===== config.mk =====
export PLATFORM = sky130hd
export DESIGN_NAME = ic_req_download
export DESIGN_NICKNAME = d
export VERILOG_FILES = /design/src/rtl/ic_req_download_pkg.sv /design/src/rtl/ic_req_download.sv
export SDC_FILE = /design/constraint.sdc
export NUM_CORES = 1
export LEC_CHECK = 0
export ABC_AREA = 1
export BUFFER_PORTS_ARGS = -buffer_cell sky130_fd_sc_hd__buf_4
export CORE_MARGIN = 4
export CORE_UTILIZATION = 40
export CTS_BUF_LIST = sky130_fd_sc_hd__clkbuf_8
export CTS_CLUSTER_SIZE = 14
export DETAILED_ROUTE_END_ITERATION = 10
export PLACE_DENSITY = 0.75
export SYNTH_ARGS = -nofsm -noshare
export SYNTH_HDL_FRONTEND = slang
export SYNTH_SLANG_ARGS = --single-unit

===== constraint.sdc =====
create_clock -name clk -period 2.3 [get_ports clk]
set_clock_uncertainty 0.15 [all_clocks]
set_input_delay 0.345 -clock clk [delete_from_list [all_inputs] [get_ports clk]]
set_output_delay 0.345 -clock clk [all_outputs]
set_load 0.01 [all_outputs]

===== src/rtl/ic_req_download_pkg.sv =====
// Ring request-flit definitions shared by the I-cache request upload and download paths.
package ic_req_download_pkg;

  localparam int unsigned FLIT_W = 16;
  localparam int unsigned MSG_W  = 3 * FLIT_W;

  localparam logic [1:0] FLIT_RSVD = 2'b00;
  localparam logic [1:0] FLIT_HEAD = 2'b01;
  localparam logic [1:0] FLIT_BODY = 2'b10;
  localparam logic [1:0] FLIT_TAIL = 2'b11;

endpackage


===== src/rtl/ic_req_download.sv =====
// Reassembles head/body/tail request flits into one 48-bit message and
// presents it to the memory side with a valid/ready handshake.
module ic_req_download
  import ic_req_download_pkg::*;
#(
  parameter int unsigned CNT_W = 8
) (
  input  logic              clk,
  input  logic              rst,
  input  logic [FLIT_W-1:0] flit_in,
  input  logic              v_flit_in,
  input  logic [1:0]        ctrl_in,
  output logic              download_rdy,
  output logic [MSG_W-1:0]  req_msg_out,
  output logic              v_req_msg_out,
  input  logic              mem_rdy,
  output logic              ic_req_download_state,
  output logic              proto_err,
  output logic [CNT_W-1:0]  err_cnt
);

  typedef enum logic [1:0] {
    IDLE      = 2'd0,
    WAIT_BODY = 2'd1,
    WAIT_TAIL = 2'd2,
    FULL      = 2'd3
  } state_t;

  state_t            state, state_nxt;
  logic [FLIT_W-1:0] head_q, body_q, tail_q;
  logic              head_we, body_we, tail_we;
  logic              clr_low, clr_all, err_nxt;
  logic              accept;

  // Ready comes from the state register only, so mem_rdy never reaches the flit side.
  assign download_rdy          = (state != FULL);
  assign v_req_msg_out         = (state == FULL);
  assign ic_req_download_state = (state != IDLE);
  assign accept                = v_flit_in && download_rdy;
  assign req_msg_out           = {head_q, body_q, tail_q};

  // NOTE: every signal gets a default before the case so no path leaves one unassigned (no latch).
  always_comb begin
    state_nxt = state;
    head_we   = 1'b0;
    body_we   = 1'b0;
    tail_we   = 1'b0;
    clr_low   = 1'b0;
    clr_all   = 1'b0;
    err_nxt   = 1'b0;
    case (state)
      IDLE: if (accept) begin
        if (ctrl_in == FLIT_HEAD) begin
          head_we   = 1'b1;
          state_nxt = WAIT_BODY;
        end else begin
          err_nxt = 1'b1;
        end
      end
      WAIT_BODY, WAIT_TAIL: if (accept) begin
        if (ctrl_in == FLIT_HEAD) begin
          // A new head aborts the partial message and restarts assembly.
          head_we   = 1'b1;
          clr_low   = 1'b1;
          err_nxt   = 1'b1;
          state_nxt = WAIT_BODY;
        end else if (state == WAIT_BODY && ctrl_in == FLIT_BODY) begin
          body_we   = 1'b1;
          state_nxt = WAIT_TAIL;
        end else if (state == WAIT_TAIL && ctrl_in == FLIT_TAIL) begin
          tail_we   = 1'b1;
          state_nxt = FULL;
        end else begin
          err_nxt = 1'b1;
        end
      end
      FULL: if (mem_rdy) begin
        clr_all   = 1'b1;
        state_nxt = IDLE;
      end
      default: state_nxt = IDLE;
    endcase
  end

  // NOTE: sequential state uses non-blocking assignments so every register samples pre-edge values.
  always_ff @(posedge clk or posedge rst) begin
    if (rst) begin
      state     <= IDLE;
      proto_err <= 1'b0;
      err_cnt   <= '0;
    end else begin
      state     <= state_nxt;
      proto_err <= err_nxt;
      if (err_nxt && err_cnt != '1) err_cnt <= err_cnt + 1'b1;
    end
  end

  // NOTE: the message register is reset because req_msg_out must read 0 out of reset.
  always_ff @(posedge clk or posedge rst) begin
    if (rst) begin
      head_q <= '0;
      body_q <= '0;
      tail_q <= '0;
    end else begin
      if (clr_all)      head_q <= '0;
      else if (head_we) head_q <= flit_in;
      if (clr_all || clr_low) body_q <= '0;
      else if (body_we)       body_q <= flit_in;
      if (clr_all || clr_low) tail_q <= '0;
      else if (tail_we)       tail_q <= flit_in;
    end
  end

endmodule

==> results.cfg <==
[final_layout]
antenna_cells = 0
fin_util_pct = 56.13
area_delta_synth_final_pct = 34.00
drive_above_1_share_pct = 29.10
fin_nets = 425
fin_area_sq_um = 3605

[die]
num_io_pins = 82
die-area_sq_um = 8101
core_sq_um = 6422
dieWidth_um = 90.01
initial_core_util_pct = 41.89
die_y_um = 90.01
rows = 29

[critical_path]
worstPathMaxFanout = 9
crit_required_ns = 2.37
crit_path_end_kind = flip-flop
crit_path_start_kind = flip-flop
arrival_ns = 2.11
rr_endpoint = err_cnt[6]
r2r_start = state[0]
ff2ff_path_depth = 8
crit_type = flip-flop to flip-flop
r2r_setup_slack_ns = 0.26

[detailed_routing]
vias_per_cell = 5.094
first_pass_iters = 6
wl_per_cell_um = 14.63
via_count = 2440
dr.first_iter.drc_count = 125
drt_wl_total_um = 7010
drcViolationCount = 0
antenna_left = 0

[clock_tree]
cts_sinks = 59
cts_root_buf = clkbuf_8
cts_buffers = 9
cts_buffer_depth = 2
cts_max_level = 3
path_clk_slew_ns = 0.07
cts_setup_buffers = 0
cts_tree = yes
clock_latency_ns = 0.33

[global_routing]
antenna_found_initial = 0
use_met2_pct = 28.13
gr-usage-met1_pct = 22.47
gr-usage-all-layers_pct = 17.75
grt_busiest_layer = met2
grt_use_met3_pct = 4.341
overflow = 0
grt_pass1_wl_um = 11670
grt_max_degree = 39
grt_pass1_vias = 2405

[synth]
yosysWarnings = 0
synth_fp_nets = 337
avgSynthCellArea_sq_um = 8.706
ys_ff_latch = 59
async_reset_ff_share_pct = 100.0
syn_area_sq_um = 2690
yosys-top-cells-count = 108 x nand2_1, 59 x dfrtp_1, 43 x nand3_1
yosysTopAreaCellShare_pct = 54.88
synth_seq_area_share_pct = 54.88
yosysMostFrequentCell = nand2_1
synthTopCellsByArea = dfrtp_1 55%, nand2_1 15%, nand3_1 8.0%
synth.distinct_cells = 25
synth-edff-count = 0
yosys.area.top_type = dfrtp_1
ys_dominant_reg_cell = dfrtp_1
syn_inst = 309

[sta]
rsz0062_at_grt = false
fin_crit_sh_pct = 88.66
finalSetupViolCount = 0
max_slew.worst_pin.slew_ns = 0.4741
slew_viol_final = 0
setup_tns_ns = 0
finalHoldViolations = 0
fin_crit_ns = 2.039
fmax_mhz = 490.4
slew-limit-headroom_pct = 68.35
holdWs_ns = 0.1054

[worst_hold_path]
worstHoldPathType = primary input to flip-flop
min_to = head_q[5]
holdPathStages = 3
holdCritStartpoint = flit_in[5]

[place]
placed_cell_area_sq_um = 3387
hpwl_um = 5303
place_congestion = 0.8457
portBuffers = 81

[pwr]
ir_drop_mv = 0.4856
p_leak_nw = 1.935
power_density_nw_per_um2 = 1175
total_power_mw = 4.235

[run_status]
run_status = finished, final reports clean

[flow_run]
cap_viol_max_count = 0
-- registers in the layout, indices dropped and copies added (netlist names) --
register	flops
head_q	16
err_cnt	8
proto_err	1
body_q	16
tail_q	16
state	2
-- power by group --
group          switching (mW)  internal (mW)  leakage (nW)
Combinational           0.948          0.735          1.06
Sequential              0.250           1.37         0.783
Clock                   0.428          0.504        0.0916
-- per-layer routing --
metal,vias to the layer above,share of wire [%]
li1,1201,-
met1,1159,43
met2,68,50
met3,12,4.3
met4,0,2.7
met5,-,0
-- final cells by class --
cell class,count,area [sq um]
Tap cell,77,96.34
Timing Repair Buffer,87,668.1
Multi-Input combinational cell,223,1097
Clock inverter,7,78.83
Sequential cell,59,1476
Fill cell,603,2818
Inverter,17,63.81
Clock buffer,9,123.9
-- per-stage QoR --
step	setup WS, ns	std cells
after global routing	0.05989	479
after CTS	0.09037	479
after floorplan	0.3487	309
after detailed placement	0.1060	462
after global placement	0.1994	462
final	0.2607	479
-- worst max-delay path, cell delays in order (launching register included) --
cell     delay (ns)
dfrtp_1        0.40
inv_1          0.10
ha_1           0.38
inv_2          0.16
nand2_1        0.10
nand2_2        0.17
nand3_1        0.28
nand2_1        0.13
nand2_1        0.06
-- cell families after synthesis --
logic type	synth area share, %
AOI/OAI and AO/OA	6.698
and+or+nand+nor	30.47
DFF	54.88
adders and majority gates	2.791
buffers and inverters	4.511
xor gates and xnor gates	0.6513
-- worst max-delay path by stage --
stage,startpoint,end,slack [ns],cells after the start
after detailed placement,state[0],body_q[14],0.11,6
final,state[0],err_cnt[6],0.26,8
after CTS,state[0],body_q[14],0.09,6
after global placement,state[0],body_q[13],0.20,6
after floorplan,rst,body_q[0],0.35,1
after global routing,state[0],err_cnt[6],0.06,8
-- timing repair --
item	in CTS	in global routing
hold endpoints to repair	21	0
hold buffers	1	0
setup endpoints to repair	0	16
gates resized for setup	0	1
-- placed cells by master, fill, tap and decap left out, drive strengths merged --
master       Yosys  routed
clkinvlp         0       3
nand4           11      11
o21ai           34      34
xnor2            1       1
ha               6       6
a21oi            2       2
inv             17      17
xor2             1       1
clkinv           0       3
nor3             4       4
clkbuf           3       9
nor2             8       8
dlygate4sd3      0       1
nand2          113     113
bufinv           0       1
dfrtp           59      59
buf              7      86
nand3           43      43
(Power assumes the default switching activity.)
